### src/rtl/tw_slave_sync.sv
`default_nettype none
// ============================================================================
// Module   : tw_slave_sync
// Purpose  : Three-wire (clock / chip-select / data) serial slave. The bus
//            pins are brought into the in_clk domain through 2-flop
//            synchronizers. Frames are decoded into local register-bus
//            write strobes and read requests. Read data is shifted back to
//            the master through a pad output enable.
// Frame    : CS low, mode bit (1=write, 0=read), address, data; MSB first.
//            The master changes data after tw_clock falls. The slave samples
//            on rising edges and drives read data on falling edges.
// Ports    : in_clk / in_reset_n    - system clock, synchronous active-low reset
//            in_tw_clock, in_tw_cs_n, in_tw_data - asynchronous bus inputs
//            out_tw_data, out_tw_data_oe        - bus data out and pad enable
//            out_reg_addr, out_reg_wr_en, out_reg_wr_data - register write port
//            out_reg_rd_en, in_reg_rd_data - register read port; data is
//                                            returned 1 cycle after rd_en
//            out_abort - one-cycle pulse when a frame is cut short by CS
// Revision : 1.0 - initial release
// ============================================================================
module tw_slave_sync #(
    parameter int TWS_ADDRESS_BITS = 16,
    parameter int TWS_DATA_BITS    = 32
) (
    input  logic                        in_clk,
    input  logic                        in_reset_n,
    input  logic                        in_tw_clock,
    input  logic                        in_tw_cs_n,
    input  logic                        in_tw_data,
    output logic                        out_tw_data,
    output logic                        out_tw_data_oe,
    output logic [TWS_ADDRESS_BITS-1:0] out_reg_addr,
    output logic                        out_reg_wr_en,
    output logic [TWS_DATA_BITS-1:0]    out_reg_wr_data,
    output logic                        out_reg_rd_en,
    input  logic [TWS_DATA_BITS-1:0]    in_reg_rd_data,
    output logic                        out_abort
);

    localparam int c_cnt_max = (TWS_ADDRESS_BITS > TWS_DATA_BITS) ? TWS_ADDRESS_BITS : TWS_DATA_BITS;
    localparam int c_cnt_w   = $clog2(c_cnt_max + 1);

    localparam logic [c_cnt_w-1:0] c_addr_last = c_cnt_w'(TWS_ADDRESS_BITS - 1);
    localparam logic [c_cnt_w-1:0] c_data_last = c_cnt_w'(TWS_DATA_BITS - 1);
    localparam logic [c_cnt_w-1:0] c_data_bits = c_cnt_w'(TWS_DATA_BITS);

    typedef enum logic [2:0] {
        IDLE    = 3'd0,
        MODE    = 3'd1,
        ADDR    = 3'd2,
        WDATA   = 3'd3,
        TURN    = 3'd4,
        RDATA   = 3'd5,
        WAIT_CS = 3'd6
    } state_t;

    // ------------------------------------------------------------------
    // Synchronizers and edge-detect history
    // ------------------------------------------------------------------
    logic tw_clk_s1_q, tw_clk_s2_q, tw_clk_prev_q;
    logic cs_s1_q, cs_s2_q, cs_prev_q;
    logic dat_s1_q, dat_s2_q;

    logic w_tw_rise, w_tw_fall, w_cs_rise, w_cs_fall, w_in_frame;

    assign w_tw_rise = tw_clk_s2_q & ~tw_clk_prev_q;
    assign w_tw_fall = ~tw_clk_s2_q & tw_clk_prev_q;
    assign w_cs_rise = cs_s2_q & ~cs_prev_q;
    assign w_cs_fall = ~cs_s2_q & cs_prev_q;

    // ------------------------------------------------------------------
    // State and datapath registers
    // ------------------------------------------------------------------
    state_t                      state_q, state_d;
    logic [c_cnt_w-1:0]          bit_cnt_q, bit_cnt_d;
    logic                        mode_q, mode_d;
    logic [TWS_ADDRESS_BITS-1:0] addr_sh_q, addr_sh_d;
    logic [TWS_DATA_BITS-1:0]    wdata_sh_q, wdata_sh_d;
    logic [TWS_DATA_BITS-1:0]    tx_sh_q, tx_sh_d;
    logic                        turn_seen_q, turn_seen_d;
    logic                        load_tx_q, load_tx_d;
    logic [TWS_ADDRESS_BITS-1:0] reg_addr_q, reg_addr_d;
    logic [TWS_DATA_BITS-1:0]    wr_data_q, wr_data_d;
    logic                        wr_en_q, wr_en_d;
    logic                        rd_en_q, rd_en_d;
    logic                        abort_q, abort_d;
    logic                        tw_data_q, tw_data_d;
    logic                        oe_q, oe_d;
    // The CS synchronizer resets to "high", so leaving reset while the master
    // already holds CS low looks like a falling edge. armed_q only opens the
    // IDLE->MODE path once CS has really been seen high with the
    // synchronizer flushed (settle_q saturated). That drops the rest of a
    // frame that reset interrupted.
    logic [1:0]                  settle_q, settle_d;
    logic                        armed_q, armed_d;

    assign w_in_frame = (state_q == MODE) || (state_q == ADDR) || (state_q == WDATA) ||
                        (state_q == TURN) || (state_q == RDATA);

    always_comb begin
        state_d     = state_q;
        bit_cnt_d   = bit_cnt_q;
        mode_d      = mode_q;
        addr_sh_d   = addr_sh_q;
        wdata_sh_d  = wdata_sh_q;
        tx_sh_d     = tx_sh_q;
        turn_seen_d = turn_seen_q;
        load_tx_d   = rd_en_q;
        reg_addr_d  = reg_addr_q;
        wr_data_d   = wr_data_q;
        wr_en_d     = 1'b0;
        rd_en_d     = 1'b0;
        abort_d     = 1'b0;
        tw_data_d   = tw_data_q;
        oe_d        = oe_q;
        settle_d    = settle_q;
        armed_d     = armed_q;

        if (settle_q != 2'd3) begin
            settle_d = settle_q + 2'd1;
        end
        if ((settle_q == 2'd3) && cs_s2_q && cs_prev_q) begin
            armed_d = 1'b1;
        end

        // Read data arrives one cycle after the rd_en pulse has been seen.
        if (load_tx_q) begin
            tx_sh_d = in_reg_rd_data;
        end

        if (w_in_frame && w_cs_rise) begin
            state_d   = IDLE;
            oe_d      = 1'b0;
            tw_data_d = 1'b0;
            abort_d   = 1'b1;
        end else begin
            case (state_q)
                IDLE: begin
                    oe_d = 1'b0;
                    if (w_cs_fall && armed_q) begin
                        state_d   = MODE;
                        bit_cnt_d = '0;
                    end
                end
                MODE: begin
                    if (w_tw_rise) begin
                        mode_d    = dat_s2_q;
                        bit_cnt_d = '0;
                        state_d   = ADDR;
                    end
                end
                ADDR: begin
                    if (w_tw_rise) begin
                        addr_sh_d = {addr_sh_q[TWS_ADDRESS_BITS-2:0], dat_s2_q};
                        bit_cnt_d = bit_cnt_q + c_cnt_w'(1);
                        if (bit_cnt_q == c_addr_last) begin
                            reg_addr_d = addr_sh_d;
                            bit_cnt_d  = '0;
                            if (mode_q) begin
                                state_d = WDATA;
                            end else begin
                                state_d     = TURN;
                                rd_en_d     = 1'b1;
                                turn_seen_d = 1'b0;
                            end
                        end
                    end
                end
                WDATA: begin
                    if (w_tw_rise) begin
                        wdata_sh_d = {wdata_sh_q[TWS_DATA_BITS-2:0], dat_s2_q};
                        bit_cnt_d  = bit_cnt_q + c_cnt_w'(1);
                        if (bit_cnt_q == c_data_last) begin
                            wr_en_d   = 1'b1;
                            wr_data_d = wdata_sh_d;
                            state_d   = WAIT_CS;
                        end
                    end
                end
                TURN: begin
                    // The fall that follows the last address bit is ignored;
                    // one full turnaround clock passes before we drive.
                    if (w_tw_rise) begin
                        turn_seen_d = 1'b1;
                    end else if (w_tw_fall && turn_seen_q) begin
                        oe_d      = 1'b1;
                        tw_data_d = tx_sh_q[TWS_DATA_BITS-1];
                        tx_sh_d   = {tx_sh_q[TWS_DATA_BITS-2:0], 1'b0};
                        bit_cnt_d = c_cnt_w'(1);
                        state_d   = RDATA;
                    end
                end
                RDATA: begin
                    if (w_tw_fall) begin
                        if (bit_cnt_q == c_data_bits) begin
                            oe_d      = 1'b0;
                            tw_data_d = 1'b0;
                            state_d   = WAIT_CS;
                        end else begin
                            tw_data_d = tx_sh_q[TWS_DATA_BITS-1];
                            tx_sh_d   = {tx_sh_q[TWS_DATA_BITS-2:0], 1'b0};
                            bit_cnt_d = bit_cnt_q + c_cnt_w'(1);
                        end
                    end
                end
                WAIT_CS: begin
                    oe_d = 1'b0;
                    if (w_cs_rise) begin
                        state_d = IDLE;
                    end
                end
                default: begin
                    state_d = IDLE;
                    oe_d    = 1'b0;
                end
            endcase
        end
    end

    always_ff @(posedge in_clk) begin
        if (!in_reset_n) begin
            tw_clk_s1_q   <= 1'b0;
            tw_clk_s2_q   <= 1'b0;
            tw_clk_prev_q <= 1'b0;
            cs_s1_q       <= 1'b1;
            cs_s2_q       <= 1'b1;
            cs_prev_q     <= 1'b1;
            dat_s1_q      <= 1'b0;
            dat_s2_q      <= 1'b0;
            state_q       <= IDLE;
            bit_cnt_q     <= '0;
            mode_q        <= 1'b0;
            addr_sh_q     <= '0;
            wdata_sh_q    <= '0;
            tx_sh_q       <= '0;
            turn_seen_q   <= 1'b0;
            load_tx_q     <= 1'b0;
            reg_addr_q    <= '0;
            wr_data_q     <= '0;
            wr_en_q       <= 1'b0;
            rd_en_q       <= 1'b0;
            abort_q       <= 1'b0;
            tw_data_q     <= 1'b0;
            oe_q          <= 1'b0;
            settle_q      <= 2'd0;
            armed_q       <= 1'b0;
        end else begin
            tw_clk_s1_q   <= in_tw_clock;
            tw_clk_s2_q   <= tw_clk_s1_q;
            tw_clk_prev_q <= tw_clk_s2_q;
            cs_s1_q       <= in_tw_cs_n;
            cs_s2_q       <= cs_s1_q;
            cs_prev_q     <= cs_s2_q;
            dat_s1_q      <= in_tw_data;
            dat_s2_q      <= dat_s1_q;
            state_q       <= state_d;
            bit_cnt_q     <= bit_cnt_d;
            mode_q        <= mode_d;
            addr_sh_q     <= addr_sh_d;
            wdata_sh_q    <= wdata_sh_d;
            tx_sh_q       <= tx_sh_d;
            turn_seen_q   <= turn_seen_d;
            load_tx_q     <= load_tx_d;
            reg_addr_q    <= reg_addr_d;
            wr_data_q     <= wr_data_d;
            wr_en_q       <= wr_en_d;
            rd_en_q       <= rd_en_d;
            abort_q       <= abort_d;
            tw_data_q     <= tw_data_d;
            oe_q          <= oe_d;
            settle_q      <= settle_d;
            armed_q       <= armed_d;
        end
    end

    assign out_tw_data     = tw_data_q;
    assign out_tw_data_oe  = oe_q;
    assign out_reg_addr    = reg_addr_q;
    assign out_reg_wr_en   = wr_en_q;
    assign out_reg_wr_data = wr_data_q;
    assign out_reg_rd_en   = rd_en_q;
    assign out_abort       = abort_q;

endmodule
`default_nettype wire

### config.mk
export PLATFORM = sky130hd
export DESIGN_NAME = tw_slave_sync
export DESIGN_NICKNAME = d
export VERILOG_FILES = /design/src/rtl/tw_slave_sync.sv
export SDC_FILE = /design/constraint.sdc
export NUM_CORES = 1
export LEC_CHECK = 0
export CAP_MARGIN = 20
export CORE_UTILIZATION = 30
export CTS_CLUSTER_SIZE = 24
export DETAILED_ROUTE_END_ITERATION = 8
export GPL_TIMING_DRIVEN = 0
export PLACE_DENSITY = 0.52
export SLEW_MARGIN = 20
export SYNTH_ARGS = -nofsm -noshare
export SYNTH_HDL_FRONTEND = slang
export SYNTH_SLANG_ARGS = --single-unit
### constraint.sdc
create_clock -name in_clk -period 3.29 [get_ports in_clk]
set_input_delay 0.4935 -clock in_clk [delete_from_list [all_inputs] [get_ports in_clk]]
set_output_delay 0.4935 -clock in_clk [all_outputs]
set_load 0.005 [all_outputs]
==> Yosys cells after proc, flatten, opt, wreduce, memory -nomap -nowiden <==
Cells that the tools add are included.
Widths: inputs -> output; s select.
{ "word_totals": {"reg_bits": 154, "in_bits": 37} }
{ "op_classes": {"mux": 48, "addsub": 2, "reduce_logical": 27, "bitwise_logic": 15, "eq_ne": 25} }
{ "op_table": {"columns": ["operator", "count"], "rows": [
  ["$mux 32", 6],
  ["$pmux 32 s2", 1],
  ["$mux 6", 9],
  ["$mux 3", 12],
  ["$pmux 6 s6", 1],
  ["$ne 2x2->1 const B", 11],
  ["$pmux 3 s7", 1],
  ["$mux 1", 15],
  ["$reduce_and 4->1", 3],
  ["$not 1->1", 11],
  ["$reduce_and 11->1", 1],
  ["$reduce_and 10->1", 1],
  ["$eq 3x3->1 const B", 3],
  ["$reduce_and 3->1", 3],
  ["$ne 2x1->1 const B", 4],
  ["$add 6x1->6 const B", 1],
  ["$eq 3x2->1 const B", 2],
  ["$eq 6x4->1 const B", 1],
  ["$eq 6x5->1 const B", 1],
  ["$eq 6x6->1 const B", 1],
  ["$reduce_and 6->1", 1],
  ["$reduce_bool 6->1", 1],
  ["$logic_and 1x1->1", 5],
  ["$reduce_and 5->1", 1],
  ["13 further kinds", 21]
]} }

==> Depth between registers and ports, before layout <==
Gate-level depths: netlist of the first run.
{ "depth": {"depth_word": 8, "ltp_mapped": 9, "mapped_depth_nobuf": 7} }

==> Worst setup path after synthesis of the first run <==
Ideal clock, no wire load.
{ "synth_path": {"path_kind": "reg2reg", "start": "reg cs_s2_q", "end": "reg reg_addr_q[7], in the netlist out_reg_addr[7]", "n_path_buf": 4, "setup_slack_ns": 1.259, "path_stages_with_launch": 10, "arrival_ns": 1.899, "required_ns": 3.158, "setup_ns": 0.132, "path_cell_list": "dfxtp_1 -> nor2b_1 -> buf_6 -> or4_4 -> buf_6 -> or3_1 -> buf_6 -> buf_6 -> nand2_1 -> a21oi_1"} }
{ "synth_between": {"elab_chain_cells": 4} }
{ "synth_rtl": {"columns": ["item", "line_no", "text"], "rows": [
  ["start: declaration", "61", "logic cs_s1_q, cs_s2_q, cs_prev_q;"],
  ["start signal: assignment", "252", "cs_s2_q <= cs_s1_q;"],
  ["$and 1x1->1", "68", "assign w_cs_rise = cs_s2_q & ~cs_prev_q;"],
  ["$logic_and 1x1->1", "131", "if (w_in_frame && w_cs_rise) begin"],
  ["$not 1->1 (no source line)", null, null],
  ["$reduce_and 4->1 (no source line)", null, null],
  ["end signal: assignment", "264", "reg_addr_q <= reg_addr_d;"],
  ["end: declaration", "82", "logic [TWS_ADDRESS_BITS-1:0] reg_addr_q, reg_addr_d;"]
]} }
No other way between the ends.
A chain may end at the register's enable or synchronous reset.

==> Worst setup path in the final report of the first run <==
{ "layout_path": {"start": "reg state_q[0]", "end": "reg wr_data_q[8], in the netlist out_reg_wr_data[8]"} }
{ "layout_between": {"elab_chain_cells": 8, "elab_cells_between_ends": 12, "classes_between": "eq/ne (5); bitwise (1); reduce/logical (6)"} }
{ "layout_rtl": {"columns": ["item", "line_no", "text"], "rows": [
  ["start: declaration", "74", "state_t state_q, state_d;"],
  ["start signal: assignment", "256", "state_q <= state_d;"],
  ["$eq 3x1->1 or $eq 3x2->1 (tied branches)", "97", "assign w_in_frame = (state_q == MODE) || (state_q == ADDR) || (state_q == WDATA) ||"],
  ["$logic_or 1x1->1 (3 in a row)", "97", null],
  ["$logic_or 1x1->1", "98", "(state_q == TURN) || (state_q == RDATA);"],
  ["$logic_and 1x1->1", "131", null],
  ["$not 1->1 (no source line)", null, null],
  ["$reduce_and 4->1 (no source line) (*)", null, null],
  ["end signal: assignment", "265", "wr_data_q <= wr_data_d;"],
  ["end: declaration", "83", "logic [TWS_DATA_BITS-1:0] wr_data_q, wr_data_d;"]
]} }
Every way passes the cells marked *; elsewhere a longest branch is shown, timed or not.

==> results of run 1 <==
## critical path, cell delays in order, from the launching register on
cell and delay [ns]:
dfxtp_1 0.31, clkbuf_1 0.30, nand2_1 0.12, or4_1 0.47
clkbuf_1 0.19, or2_1 0.24, clkbuf_1 0.17, clkbuf_1 0.29
nand2_1 0.15, a21oi_1 0.07
## synthesized netlist by cell type (2+ instances only)
cell type,number,area (um2)
nand3_1,3,15.0
nand2b_1,10,62.6
or3_1,6,37.5
nor4_1,3,18.8
o22ai_1,5,31.3
o2bb2ai_1,31,272
clkbuf_1,36,135
o211ai_1,2,15.0
a211oi_1,4,30.0
nor2_1,30,113
nor2b_1,3,18.8
buf_2,8,40.0
buf_6,4,45.0
a2111oi_0,2,17.5
inv_1,8,30.0
nand2_1,169,634
o41ai_1,2,17.5
nand3b_1,4,30.0
nor3_1,5,25.0
and2_1,8,50.1
or3b_2,2,17.5
a31oi_1,2,12.5
ha_1,3,37.5
mux2i_1,49,490
o21ai_1,2,10.0
dfxtp_1,154,3080
a21oi_1,87,435
## flip-flops by register name, indices dropped and copies added (netlist names), 2 cells and up
name / count
addr_sh_q: 15
bit_cnt_q: 6
out_reg_addr: 16
out_reg_wr_data: 32
settle_q: 2
state_q: 3
tx_sh_q: 32
wdata_sh_q: 31
## per-layer routing
metal / share of wire (%) / GRT usage [%] / vias up
met3: 5.0 / 4.51 / 8
met2: 47 / 23.9 / 92
met5: 0 / 0 / -
met4: 0.76 / 4.98 / 0
met1: 47 / 18.1 / 2287
li1: - / - / 2464
## cells by family after synthesis
| group | Yosys count | share of synthesized area [%] |
|---|---|---|
| simple gates | 253 | 18.8 |
| flops | 154 | 52.3 |
| compound gates | 144 | 15.3 |
| buf+inv | 57 | 4.31 |
| mux | 50 | 8.51 |
| fa+ha+maj | 3 | 0.637 |
| xor+xnor | 1 | 0.149 |
## stage by stage
step           cells  power, mW  utilization [%]
6_report        1042       3.97             40.7
5_1_grt         1042       4.13             40.7
4_1_cts         1042       4.03             40.6
3_5_place_dp    1010       2.04             37.5
3_3_place_gp    1010       2.04             37.5
2_1_floorplan    662       1.97                -
## power breakdown
part / switching, mW / internal [mW]
logic: 0.0580 / 0.0559
registers: 0.00702 / 1.87
clock network: 0.884 / 1.09
## layout make-up
class / count / area [um2]
Tap cell: 260 / 325
Inverter: 9 / 33.8
Clock inverter: 15 / 175
Multi-Input combinational cell: 451 / 2570
Timing Repair Buffer: 88 / 881
Fill cell: 1890 / 11200
Sequential cell: 154 / 3080
Clock buffer: 17 / 425
Buffer: 48 / 220
## worst paths after layout
path	from	to
max	state_q[0]$_SDFFE_PP0P_	out_reg_wr_data[8]$_SDFFE_PN0P_
min	cs_s1_q$_SDFF_PN1_	cs_s2_q$_SDFF_PN1_
max reg2reg	state_q[0]$_SDFFE_PP0P_	out_reg_wr_data[8]$_SDFFE_PN0P_
min reg2reg	cs_s1_q$_SDFF_PN1_	cs_s2_q$_SDFF_PN1_
==> metrics, run 1 <==
post-detail-place hpwl just over 10 mm; grt total ovfl 0; number of synthesized flops with an enable pin 0; clock skew 0.0111 ns; Clock Sinks approximately 150; leak pwr around 2.6 nW; setup_tns 0 ns; core area between 0.015 and 0.02 mm2; worst hold margin between 0.4 and 0.5 ns; gp weighted congestion about 0.86; Hold/Removal Path Class flop to flop; maximum number of pins on one net before global-route repair 18; Post-Syn Nets between 700 and 800; All-Layer GR Usage between 10% and 20%; most frequent cells in the layout nand2_1 (169), dfxtp_1 (154), clkdlybuf4s50_1 (88); post-synthesis sequential area ratio a little over half; worst reg2reg path depth 9; clk slew on worst S/H paths roughly 0.07 ns; Post-Syn Instances 662; Iter 0 DRT Violations 311; status complete, no violations; final setup fails 0; root buffer cell clkbuf_16; Final Hold Vio Count 0; worst hold stages 1; initial antenna violation count 0; Max Clk Rate 0.410 GHz; ANT cells 0; via/cell ratio between 4 and 5; initial core utilization between 30% and 40%; Worst setup SP type flop; post-CTS resize count 0; IO buf count between 80 and 90; number of distinct library cells after synthesis 47; Slew headroom 41.3%; maxcap violations 0; hold buffers post-CTS 0; commonest non-fill, non-tap cell in the layout nand2_1; post-synthesis average cell area between 8 and 9 um2; die extent in y around 140 um; pre-CTS WS around 0.86 ns; number of global-route vias before repair about 4800; Yosys reg bits about 150; Post-synth ARST share 0%; prevailing post-synth register cell dfxtp_1; Tightest Pin Transition 0.873 ns; RSZ-0062 raised after global routing no; flop2flop setup slack 0.85 ns; CTS Buffer Depth 2; 1st-pass router iterations 5; H-tree depth 4; critical path arrival roughly 2.7 ns; postcts setup bufs 0; Setup WS post-layout about 0.85 ns; Max rail drop VDD ~0.33 mV; critical path type flop to flop; Synth Warn # 0; die area between 0.02 and 0.025 mm2; Row Count 50; I/O Pins 90; final WL between 10 and 15 mm; period utilization 74.1%; Crit path required time about 3.6 ns; Syn-to-layout area delta 30.8%; CTS Buf Count 17; Final Max Tran Viols 0; vias ~4900; first-pass GRT wire length ~23 mm; Clk Latency, worst-skew pair between 0.4 and 0.5 ns; Crit. End Element flop; fin area approximately 0.0077 mm2; layout cells sized above 1 roughly 6.9%; CP max FO 10; CTS tree built; Mapped Area between 0.005 and 0.006 mm2; Final nets between 800 and 900; DRC Markers 0; placed inst area 0.00710 mm2; antenna-violating nets left 0; power per cell area 515 mW/mm2; routed len/inst approximately 14 um; Final min period about 2.4 ns; Die X between 100 and 150 um
Power figures use the tool's default switching activity.
==> run 2, diff against run 1 <==
Clock period 3.29 ns to 2.42 ns, I/O delays scaled along.
==> run 2 against run 1 <==
Clock skew barely moved; first-iteration DRC count fell by 5.1%; clock power rose by 36%; non-clock buffer count fell by 1; final cell count barely moved; fmax rose by 6.1%; critical path type unchanged.
==> metrics, run 2 (synthesis gave the netlist of run 1 again) <==
ANT cells 0; antenna-violating nets left 0; post-detail-place hpwl about 10 mm; power per cell area between 600 and 700 mW/mm2; layout cells sized above 1 approximately 8.1%; leak pwr 2.61 nW; RR Startpoint tw_clk_prev_q$_SDFF_PN0_; first-pass GRT wire length approximately 23 mm; Max Clk Rate between 0.4 and 0.5 GHz; Clock Sinks around 150; Max rail drop VDD between 0.4 and 0.5 mV; maximum number of pins on one net before global-route repair 18; CP max FO 10; initial core utilization between 30% and 40%; Crit path required time between 2 and 3 ns; Hold/Removal Path Class input pin to flop; DRC Markers 0; core area between 0.015 and 0.02 mm2; die area around 0.020 mm2; Iter 0 DRT Violations 295; CTS Buffer Depth 2; All-Layer GR Usage about 15%; hold endpoint cs_s2_q$_SDFF_PN1_; Clk Latency, worst-skew pair about 0.43 ns; postcts setup bufs 0; Tightest Pin Transition between 0.8 and 0.9 ns; worst reg2reg path depth 8; Syn-to-layout area delta 30.9%; clk slew on worst S/H paths 0.07 ns; critical path arrival 2.59 ns; initial antenna violation count 0; Fillers roughly 1900; Final min period roughly 2.3 ns; H-tree depth 4; vias a little under 5000; I/O Pins 90; Final Core Density between 40% and 50%; die extent in y ~140 um; 1st-pass router iterations 4; Final nets around 800; Row Count 50; HP Start in_reset_n; Die X ~140 um; via/cell ratio 4.67; Reg-to-Reg End out_reg_wr_data[31]$_SDFFE_PN0P_; root buffer cell clkbuf_16; setup_tns 0 ns; critical path type flop to flop; Worst setup SP type flop; Final Hold Vio Count 0; period utilization 94.9%; hold buffers post-CTS 0; Slew headroom 40.8%; status complete, no violations; Crit. End Element flop; final setup fails 0; final WL 14.2 mm; worst hold stages 2; flop2flop setup slack about 0.12 ns; RSZ-0062 raised after global routing no; routed len/inst 13.7 um; clock skew 0.0113 ns; most frequent cells in the layout nand2_1 (169), dfxtp_1 (154), clkdlybuf4s50_1 (88); maxcap violations 0; IO buf count 88; grt total ovfl 0; gp weighted congestion about 0.86; CTS Buf Count 17; Final Max Tran Viols 0; number of global-route vias before repair approximately 4800; CTS tree built; commonest non-fill, non-tap cell in the layout nand2_1
## run 2: cell count changes in the layout (fill, tap and decap cells not counted)
cell      before  now
clkbuf_1      36   27
nand2b_2       0    1
clkbuf_2       0    8
nand2b_1      10    9
## run 2: cell type report
cell class	count	area (um2)	share of cell area (%)
tap	260	325	4.21
clock buffer	17	425	5.51
timing repair buffer	88	881	11.4
clock inverter	15	175	2.27
sequential	154	3080	39.9
inverter	9	33.8	0.438
buffer	47	226	2.93
multi-input combinational	451	2570	33.3
## run 2: worst max path at each step
stage / startpoint / end / slack (ns)
after floorplan: cs_s2_q$_SDFF_PN1_ / out_reg_addr[7]$_SDFFE_PN0P_ / 0.39
after global placement: state_q[0]$_SDFFE_PP0P_ / out_reg_wr_data[23]$_SDFFE_PN0P_ / 0.02
after detailed placement: state_q[0]$_SDFFE_PP0P_ / out_reg_wr_data[31]$_SDFFE_PN0P_ / -0.007
after CTS: tw_clk_s2_q$_SDFF_PN0_ / out_reg_wr_data[31]$_SDFFE_PN0P_ / 0.01
after global routing: bit_cnt_q[4]$_SDFFE_PN0P_ / bit_cnt_q[5]$_SDFFE_PN0P_ / 0.01
final: tw_clk_prev_q$_SDFF_PN0_ / out_reg_wr_data[31]$_SDFFE_PN0P_ / 0.12
## run 2: report_power, final
group | switching (mW) | internal (mW) | total [mW]
clock network | 1.20 | 1.48 | 2.68
registers | 0.0103 | 2.55 | 2.56
logic | 0.0783 | 0.0766 | 0.155
## run 2: stage by stage
| stage | hold WS (ns) | power [mW] | instance area [um2] | worst slack, ns | instances |
|---|---|---|---|---|---|
| 6_report | 0.332 | 5.39 | 7720 | 0.122 | 1041 |
| 2_1_floorplan | 0.386 | 2.68 | 5900 | 0.389 | 662 |
| 5_1_grt | 0.368 | 5.62 | 7720 | 0.0134 | 1041 |
| 3_3_place_gp | 0.405 | 2.77 | 7100 | 0.0228 | 1010 |
| 3_5_place_dp | 0.397 | 2.77 | 7100 | -0.00705 | 1010 |
| 4_1_cts | 0.344 | 5.48 | 7700 | 0.0145 | 1041 |
## run 2: repair_timing
item / CTS / global route
setup endpoints to repair: 9 / 59
resized for setup: 0 / 17
gates cloned: 0 / 0
## run 2: worst max-delay path: stages, from the launching register on
cell      delay (ns)
dfxtp_1         0.34
nand2b_2        0.25
or4_1           0.54
clkbuf_1        0.19
or2_1           0.24
clkbuf_1        0.17
clkbuf_2        0.24
nand2_1         0.11
a21oi_1         0.07
## run 2: layer usage
metal	track usage, %	vias to the layer above	part of all wire, %
li1	-	2467	-
met1	18.1	2274	47
met2	24.0	108	47
met3	4.51	14	5.1
met4	4.98	0	1.4
met5	0	-	0
